--- config.mk ---
export PLATFORM = sky130hd
export DESIGN_NAME = ndma_burst_read_mgr
export DESIGN_NICKNAME = d
export VERILOG_FILES = /design/src/rtl/ndma_pkg.sv /design/src/rtl/ndma_fifo.sv /design/src/rtl/ndma_burst_read_mgr.sv
export SDC_FILE = /design/constraint.sdc
export NUM_CORES = 1
export LEC_CHECK = 0
export CAP_MARGIN = 20
export CORE_MARGIN = 4
export CORE_UTILIZATION = 55
export DETAILED_ROUTE_END_ITERATION = 10
export HOLD_SLACK_MARGIN = 0.1
export PLACE_DENSITY = 0.95
export SYNTH_ARGS = -nofsm -noshare
export SYNTH_HDL_FRONTEND = slang
export SYNTH_SLANG_ARGS = --single-unit
--- constraint.sdc ---
create_clock -name clk_i -period 4.5 [get_ports clk_i]
set_input_delay 0.45 -clock clk_i [delete_from_list [all_inputs] [get_ports clk_i]]
set_output_delay 0.45 -clock clk_i [all_outputs]
set_load 0.01 [all_outputs]
--- src/rtl/ndma_pkg.sv ---
// Shared types and default widths for the NDMA burst read manager.
package ndma_pkg;

    typedef enum logic [1:0] {
        IDLE  = 2'd0,
        RUN   = 2'd1,
        DRAIN = 2'd2
    } state_t;

    localparam int NDMA_ADDR_W     = 32;
    localparam int NDMA_DATA_W     = 32;
    localparam int NDMA_LEN_W      = 8;
    localparam int NDMA_MAX_OUTST  = 2;
    localparam int NDMA_FIFO_DEPTH = 4;

endpackage

--- src/rtl/ndma_fifo.sv ---
// Read-data buffer between the OBI response channel and the output stream.
module ndma_fifo #(
    parameter int DATA_W     = 32,
    parameter int FIFO_DEPTH = 4
) (
    input  logic                          clk_i,
    input  logic                          rst_i,
    input  logic                          push_i,
    input  logic [DATA_W-1:0]             data_i,
    input  logic                          pop_i,
    output logic [DATA_W-1:0]             data_o,
    output logic                          empty_o,
    output logic [$clog2(FIFO_DEPTH):0]   count_o
);

    localparam int PTR_W = $clog2(FIFO_DEPTH);
    localparam int CNT_W = PTR_W + 1;

    logic [DATA_W-1:0] mem [FIFO_DEPTH];
    logic [PTR_W-1:0]  wr_ptr_q;
    logic [PTR_W-1:0]  rd_ptr_q;
    logic [CNT_W-1:0]  count_q;
    logic              full;
    logic              do_push;
    logic              do_pop;

    always_comb begin
        full    = (count_q == CNT_W'(FIFO_DEPTH));
        do_pop  = pop_i && (count_q != '0);
        do_push = push_i && (!full || do_pop);
    end

    always_ff @(posedge clk_i) begin
        if (rst_i) begin
            wr_ptr_q <= '0;
            rd_ptr_q <= '0;
            count_q  <= '0;
        end else begin
            if (do_push) wr_ptr_q <= wr_ptr_q + PTR_W'(1);
            if (do_pop)  rd_ptr_q <= rd_ptr_q + PTR_W'(1);
            case ({do_push, do_pop})
                2'b10:   count_q <= count_q + CNT_W'(1);
                2'b01:   count_q <= count_q - CNT_W'(1);
                default: count_q <= count_q;
            endcase
        end
    end

    // Storage carries no reset; only the pointers decide what is valid.
    always_ff @(posedge clk_i) begin
        if (do_push) mem[wr_ptr_q] <= data_i;
    end

    assign data_o  = mem[rd_ptr_q];
    assign empty_o = (count_q == '0);
    assign count_o = count_q;

endmodule

--- src/rtl/ndma_burst_read_mgr.sv ---
// OBI burst read engine: issues up to MAX_OUTST reads under FIFO credit and streams the data out.
module ndma_burst_read_mgr
    import ndma_pkg::*;
#(
    parameter int ADDR_W     = NDMA_ADDR_W,
    parameter int DATA_W     = NDMA_DATA_W,
    parameter int LEN_W      = NDMA_LEN_W,
    parameter int MAX_OUTST  = NDMA_MAX_OUTST,
    parameter int FIFO_DEPTH = NDMA_FIFO_DEPTH
) (
    input  logic                clk_i,
    input  logic                rst_i,
    input  logic                start_i,
    input  logic [ADDR_W-1:0]   addr_i,
    input  logic [LEN_W-1:0]    len_i,
    input  logic                incr_i,
    output logic                busy_o,
    output logic                done_o,
    output logic                err_o,
    output logic                rvalid_o,
    output logic [DATA_W-1:0]   rdata_o,
    input  logic                rready_i,
    output logic                obi_req_o,
    input  logic                obi_gnt_i,
    output logic [ADDR_W-1:0]   obi_addr_o,
    output logic                obi_we_o,
    output logic [DATA_W/8-1:0] obi_be_o,
    output logic [DATA_W-1:0]   obi_wdata_o,
    input  logic                obi_rvalid_i,
    input  logic [DATA_W-1:0]   obi_rdata_i,
    input  logic                obi_err_i
);

    localparam int OUT_W = $clog2(MAX_OUTST + 1);
    localparam int CNT_W = $clog2(FIFO_DEPTH) + 1;
    localparam int CRD_W = $clog2(FIFO_DEPTH + MAX_OUTST + 1) + 1;

    state_t            state_q;
    logic [OUT_W-1:0]  outst_q;
    logic [LEN_W-1:0]  req_rem_q;
    logic [LEN_W-1:0]  rsp_rem_q;
    logic [ADDR_W-1:0] addr_q;
    logic              incr_q;
    logic              err_q;
    logic              done_q;

    logic [CNT_W-1:0]  fifo_cnt;
    logic              fifo_empty;
    logic              can_req;
    logic              gnt;
    logic              rsp;
    logic              last_rsp;
    logic              pop;

    // Outstanding reads count against FIFO space so a response always has a slot.
    always_comb begin
        can_req  = (state_q == RUN)
                && (outst_q < OUT_W'(MAX_OUTST))
                && ((CRD_W'(outst_q) + CRD_W'(fifo_cnt)) < CRD_W'(FIFO_DEPTH))
                && (req_rem_q != '0);
        gnt      = can_req && obi_gnt_i;
        rsp      = obi_rvalid_i && (outst_q != '0);
        last_rsp = rsp && (rsp_rem_q == LEN_W'(1));
        pop      = !fifo_empty && rready_i;
    end

    always_ff @(posedge clk_i) begin
        if (rst_i) begin
            state_q   <= IDLE;
            outst_q   <= '0;
            req_rem_q <= '0;
            rsp_rem_q <= '0;
            err_q     <= 1'b0;
            done_q    <= 1'b0;
        end else begin
            done_q <= 1'b0;
            case (state_q)
                IDLE: begin
                    if (start_i) begin
                        err_q <= 1'b0;
                        if (len_i == '0) begin
                            done_q <= 1'b1;
                        end else begin
                            state_q   <= RUN;
                            req_rem_q <= len_i;
                            rsp_rem_q <= len_i;
                        end
                    end
                end
                RUN: begin
                    if (gnt && (req_rem_q == LEN_W'(1))) state_q <= DRAIN;
                end
                DRAIN: begin
                    if (last_rsp) begin
                        state_q <= IDLE;
                        done_q  <= 1'b1;
                    end
                end
                default: state_q <= IDLE;
            endcase
            if (gnt)               req_rem_q <= req_rem_q - LEN_W'(1);
            if (rsp)               rsp_rem_q <= rsp_rem_q - LEN_W'(1);
            if (rsp && obi_err_i)  err_q     <= 1'b1;
            case ({gnt, rsp})
                2'b10:   outst_q <= outst_q + OUT_W'(1);
                2'b01:   outst_q <= outst_q - OUT_W'(1);
                default: outst_q <= outst_q;
            endcase
        end
    end

    // Address path: only meaningful while a request is up, so no reset.
    always_ff @(posedge clk_i) begin
        if ((state_q == IDLE) && start_i) begin
            addr_q <= addr_i;
            incr_q <= incr_i;
        end else if (gnt && incr_q) begin
            addr_q <= addr_q + ADDR_W'(DATA_W / 8);
        end
    end

    ndma_fifo #(
        .DATA_W     (DATA_W),
        .FIFO_DEPTH (FIFO_DEPTH)
    ) u_fifo (
        .clk_i   (clk_i),
        .rst_i   (rst_i),
        .push_i  (rsp),
        .data_i  (obi_rdata_i),
        .pop_i   (pop),
        .data_o  (rdata_o),
        .empty_o (fifo_empty),
        .count_o (fifo_cnt)
    );

    assign busy_o      = (state_q != IDLE);
    assign done_o      = done_q;
    assign err_o       = err_q;
    assign rvalid_o    = !fifo_empty;
    assign obi_req_o   = can_req;
    assign obi_addr_o  = addr_q;
    assign obi_we_o    = 1'b0;
    assign obi_be_o    = '1;
    assign obi_wdata_o = '0;

endmodule

## After elaboration in Yosys (flattened, before gate mapping)

Memories as Yosys holds them, arrays and structs flattened. A register that Yosys moved wholly into a read port is not among the register bits.
Index checks and enable logic that the tools add are counted.

| word-level totals | value |
|---|---|
| register bits after elaboration | 62 |
| memory bits (writable) | 128 |
| bits of input ports | 80 |
| output and inout bits | 106 |
| word-level logic and storage cells | 100 |
| memories | 1 |

Memory list:

| memory | words | bits a word | rd ports | clocked after memory_dff | wr ports | line | source |
|---|---|---|---|---|---|---|---|
| u_fifo.mem | 4 | 32 | 1 | 1 | 1 | ndma_fifo.sv:19 | `logic [DATA_W-1:0] mem [FIFO_DEPTH];` |

| operators by class | value |
|---|---|
| add/sub/neg operators | 10 |
| magnitude comparators | 2 |
| equality and inequality tests | 15 |
| multiplexer cells | 25 |
| reduce and logical (&&, ||, !) cells | 36 |

Operators by type and width:

| operator | count |
|---|---|
| $mux W32 | 2 |
| $mux W8 | 5 |
| $add A32 B3 Y32 const B | 1 |
| $reduce_bool A2 Y1 | 11 |
| $eq A8 B1 Y1 const B | 2 |
| $sub A8 B1 Y8 const B | 2 |
| $logic_and A1 B1 Y1 | 13 |
| $mux W2 | 6 |
| $ne A2 B2 Y1 const B | 5 |
| $logic_not A8 Y1 | 1 |
| $mux W1 | 8 |
| $reduce_bool A8 Y1 | 1 |
| $add A2 B1 Y2 const B | 3 |
| $eq A2 B1 Y1 const B | 3 |
| $eq A2 B2 Y1 const B | 3 |
| $pmux W2 S3 | 1 |
| $pmux W3 S2 | 1 |
| $reduce_and A3 Y1 | 2 |
| $add A2 B3 Y4 | 1 |
| $lt A4 B3 Y1 const B | 1 |
| $pmux W2 S2 | 1 |
| $reduce_and A4 Y1 | 1 |
| $add A3 B1 Y3 const B | 1 |
| $eq A3 B3 Y1 const B | 1 |
| other kinds (11) | 12 |

## Logic depth before layout (Yosys ltp)

| depth | value |
|---|---|
| word-level depth | 8 |
| depth in mapped cells | 9 |

## Hierarchy

A second synthesis with hierarchy kept.

| unflattened totals | value |
|---|---|
| cell total of the unflattened synthesis | 605 |
| area, all modules | 8,580.7 µm² |

Modules (own cells, without submodules):

| module | instances | cells an instance | area each (µm²) |
|---|---|---|---|
| ndma_fifo | 1 | 224 | 5,134.9 |
| ndma_burst_read_mgr | 1 | 381 | 3,445.8 |

## Least setup slack after synthesis

No wires, ideal clock.

| timing path | value |
|---|---|
| path type | reg-to-reg |
| start | reg u_fifo.count_q[2], in the netlist u_fifo.count_o[2] |
| end | reg addr_q[10], in the netlist obi_addr_o[10] (enable) |
| library setup time | 387 ps |
| data arrival time | 2,044 ps |
| setup slack | 2,068 ps |
| cell stages (with the launch flop) | 6 |
| buffers on the path | 0 |
| period minus slack after synthesis | 2,432 ps |
| path through | dfxtp_1 -> or4b_4 -> nor4b_2 -> and2_4 -> nand2_1 -> nand2_1 |

| on the way | value |
|---|---|
| cells in the longest elaborated chain, start to end | 7 |

Ends and longest elaborated chain:

| item | line | source |
|---|---|---|
| start: declaration | ndma_fifo.sv:22 | `logic [CNT_W-1:0] count_q;` |
| start signal: assignment | ndma_fifo.sv:42 | `2'b10: count_q <= count_q + CNT_W'(1);` |
| start signal: assignment | ndma_fifo.sv:43 | `2'b01: count_q <= count_q - CNT_W'(1);` |
| start signal: assignment | ndma_fifo.sv:44 | `default: count_q <= count_q;` |
| $add A2 B3 Y4 | ndma_burst_read_mgr.sv:59 | `&& ((CRD_W'(outst_q) + CRD_W'(fifo_cnt)) < CRD_W'(FIFO_DEPTH))` |
| $lt A4 B3 Y1 | ndma_burst_read_mgr.sv:59 |  |
| $logic_and A1 B1 Y1 | ndma_burst_read_mgr.sv:59 |  |
| $logic_and A1 B1 Y1 | ndma_burst_read_mgr.sv:60 | `&& (req_rem_q != '0);` |
| $logic_and A1 B1 Y1 | ndma_burst_read_mgr.sv:61 | `gnt = can_req && obi_gnt_i;` |
| $logic_and A1 B1 Y1 | ndma_burst_read_mgr.sv:117 | `end else if (gnt && incr_q) begin` |
| $reduce_bool A2 Y1 (no source line) | -- |  |
| end signal: assignment | ndma_burst_read_mgr.sv:115 | `addr_q <= addr_i;` |
| end signal: assignment | ndma_burst_read_mgr.sv:118 | `addr_q <= addr_q + ADDR_W'(DATA_W / 8);` |
| end: declaration | ndma_burst_read_mgr.sv:42 | `logic [ADDR_W-1:0] addr_q;` |

No other way between the ends.
A chain may end at the register's enable or synchronous reset.

==> flow_metrics.tcl <==
set metrics [dict create \
    routed_wire_length_per_instance_um 19.2 \
    finalClockSkew_ns 0.0109 \
    post-synth-top-area-fraction 0.567 \
    hold_viol_final 0 \
    cts.path.max_buffers 2 \
    post-route-drc-count 0 \
    relSlewSlack 0.438 \
    grt_remaining_overflow 0 \
    placed_cell_areas_um2 10000 \
    clock_insertion_delay_at_the_later_pin_of_the_skew_report_ns 0.43 \
    number_of_buffers_created_by_cts 17 \
    placement_rows 45 \
    num-nets-final 839 \
    floorplan.initialDensity 0.561 \
    route.vias.total 5383 \
    finalSetupViolations 0 \
    floorplan.die_area_um2 17600 \
    global_route_wire_length_before_repair_um 28700 \
    timing.critical_path.slowest_cell_delay_ns 0.69 \
    crit_family "buffers and inverters" \
    drv_cap 0 \
    worst_path_fanout_max 18 \
    timing.setup.tns_ns 0 \
    total_number_of_yosys_warnings 0 \
    design.portCount 186 \
    hold_path_depth 1 \
    tritoncts "yes" \
    grt_antenna_before_repair 0 \
    clock-sinks 192 \
    timing_max_transition_violations_final 0 \
    run_status "finished, final reports clean" \
    grt_max_degree 41 \
    layout-drive-gt1-share 0.121 \
    syn_avg_cell_area_um2 14.3 \
    gates_resized_cts_repair 0 \
    vias_in_the_first_global_route 5434 \
    core-area_um2 15200 \
    htreeDepth 4 \
    critical_path_sink_type "output port" \
    cellLeakagePower_nw 3.56 \
    synthFlopType "sky130_fd_sc_hd__edfxtp_1" \
    crit_path_start_kind "register" \
    grt_setup_unrepaired "false" \
    cp.required_ns 4.05 \
    worstSetupPathType "register to output port" \
    fillers 990 \
    cts-root-buf "sky130_fd_sc_hd__clkbuf_16" \
    detail_route.iter0.violations 394 \
    ir_drop_uv 259 \
    design_area_um2 10700 \
    end_point_of_the_most_critical_hold_path "done_o$_SDFF_PP0_" \
    timing.hold.worst.start "state_q[0]$_SDFFE_PP0P_" \
    cts_hold_buffers 0 \
    achievable-frequency_mhz 344 \
    synth_seq_cells 192 \
    drt-vias-per-instance 5.69 \
    r2r_start "outst_q[1]$_SDFFE_PP0P_" \
    number_of_enable_flip_flop_cells_after_synthesis 161 \
    period_share 0.646 \
    master_of_the_slowest_instance_on_the_critical_path "sky130_fd_sc_hd__dfxtp_2" \
    post_cts.repair.setup_buffers 0 \
    synthArstFlopShare 0 \
    finalWirelength_um 18200 \
    netlist-cell-type-count 66 \
    n_antenna_cell 0 \
    synthToLayoutAreaGrowth_pct 24.9 \
    worst_ep_arrival_time_ns 2.46 \
    die_w_um 133 \
    yosysTopAreaCell "sky130_fd_sc_hd__edfxtp_1" \
    worst_pin_slew_ns 0.844 \
    io_buffers 148 \
    reg2reg_setup_slack_ns 1.78 \
    crit_chain "buf_12 > mux4_2 > clkdlybuf4s50_1" \
    groute.usage.overall 0.209 \
    synth.top_cells.by_area "sky130_fd_sc_hd__edfxtp_1, sky130_fd_sc_hd__mux4_2, sky130_fd_sc_hd__dfxtp_1, sky130_fd_sc_hd__buf_4, sky130_fd_sc_hd__xor2_1" \
    worstPathBufferInverterCount 2 \
    floorplan.die.height_um 133 \
    class_of_the_worst_hold_path "register to register" \
    final_cell_mix "sky130_fd_sc_hd__edfxtp_1, sky130_fd_sc_hd__clkdlybuf4s50_1, sky130_fd_sc_hd__nand2_1" \
    regToRegEndpoint "u_fifo.count_o[2]$_SDFFE_PP0P_" \
    cts.clk_slew.worst_paths_ns 0.07 \
    layout.cells.most_common "sky130_fd_sc_hd__edfxtp_1" \
    place.gp.congestion 0.856 \
    total_standard_cell_area_after_synthesis_um2 8530 \
    detailed_place_hpwl_um 12800 \
    power_density_nw_per_um2 434 \
    synth_seq_area_share 0.639 \
    timing.reg2reg.worst_path_depth 9 \
    layout_min_cycle_time_ns 2.91 \
    drt.antenna.violating_nets 0 \
    drt_pass1_iterations 5 \
    syn-instance-count 595 \
]
metal layers:
layer	global-route usage	vias to the layer above	share of wire
met5	0	-	0
met4	0.0704	0	0.021
met3	0.0468	28	0.057
met2	0.354	212	0.52
met1	0.270	2647	0.41
li1	-	2496	-
report_power, final:
group | internal [mW] | leakage [nW] | switching [mW] | total, mW
Sequential | 2.07 | 1.73 | 0.118 | 2.19
Clock | 0.748 | 0.288 | 0.719 | 1.47
Combinational | 0.521 | 1.54 | 0.443 | 0.964
cells in the mapped netlist (all sizes together), types with 3 or more instances:
library cell / count
nor3: 11
nor2: 27
and3: 4
xnor2: 11
and2: 10
ha: 13
nor4b: 3
dfxtp: 31
a31oi: 9
a21oi: 13
clkbuf: 12
or3: 7
nor4: 5
xor2: 24
nand4: 11
or2: 3
edfxtp: 161
and4: 5
a221oi: 3
nand2: 53
nand3: 16
mux4: 32
o211ai: 7
o21ai: 30
buf: 44
or4: 5
inv: 17
a211oi: 4
metrics by stage:
stage               hold slack, ns  instances  total power [mW]   util  setup slack [ns]
floorplan                    0.448        630              2.76      -              2.07
global placement             0.488        912              3.14  0.660              1.56
detailed placement           0.495        913              3.19  0.661              1.45
CTS                          0.504        945              4.65  0.699              1.53
global route                 0.535        946              4.83  0.701              1.42
finish                       0.507        946              4.62  0.701              1.59
area by class of cell:
class | instances | area [µm²] | area share
multi-input combinational | 364 | 2770 | 0.260
sequential | 192 | 5460 | 0.512
tap | 188 | 235 | 0.0221
timing repair buffer | 153 | 1550 | 0.146
clock inverter | 15 | 154 | 0.0144
inverter | 17 | 63.8 | 0.00599
clock buffer | 17 | 425 | 0.0399
state kept, by name (all words and copies together) (netlist names), named ones only:
register	flops
obi_addr_o	32
u_fifo.count_o	3
req_rem_q	8
incr_q	1
u_fifo.mem	128
u_fifo.wr_ptr_q	2
rsp_rem_q	8
err_o	1
outst_q	2
done_o	1
state_q	2
u_fifo.rd_ptr_q	2
worst register-to-register path: stages (launching register included):
cell                      delay (ns)
sky130_fd_sc_hd__dfxtp_1        0.35
sky130_fd_sc_hd__o21ai_0        0.57
sky130_fd_sc_hd__nor2_1         0.28
sky130_fd_sc_hd__inv_1          0.11
sky130_fd_sc_hd__ha_1           0.18
sky130_fd_sc_hd__inv_1          0.06
sky130_fd_sc_hd__fa_1           0.37
sky130_fd_sc_hd__xor2_1         0.16
sky130_fd_sc_hd__or3_2          0.41
sky130_fd_sc_hd__a21oi_1        0.16
worst max-delay path by stage:
stage | depth (start not counted) | slack [ns] | from | endpoint
2_1_floorplan | 5 | 2.07 | u_fifo.count_o[2]$_SDFFE_PP0P_ | obi_addr_o[10]$_DFFE_PP_
3_3_place_gp | 7 | 1.56 | start_i | rsp_rem_q[2]$_SDFFE_PP0P_
3_5_place_dp | 7 | 1.45 | start_i | rsp_rem_q[2]$_SDFFE_PP0P_
4_1_cts | 3 | 1.53 | register | rdata_o[31]
5_1_grt | 3 | 1.42 | register | rdata_o[26]
6_report | 3 | 1.59 | register | rdata_o[31]
cells by family (layout without fill, tap and decap cells):
logic type	Yosys count	count (layout)	share of synthesized area
compound gates	75	75	0.0551
xor+xnor	35	35	0.0359
fa+ha+maj	14	14	0.0214
buf+inv	74	202	0.0524
flops	192	192	0.639
mux	34	34	0.0870
other cells	2	37	0.000880
simple gates	169	169	0.108
Power figures use the tool's default switching activity.
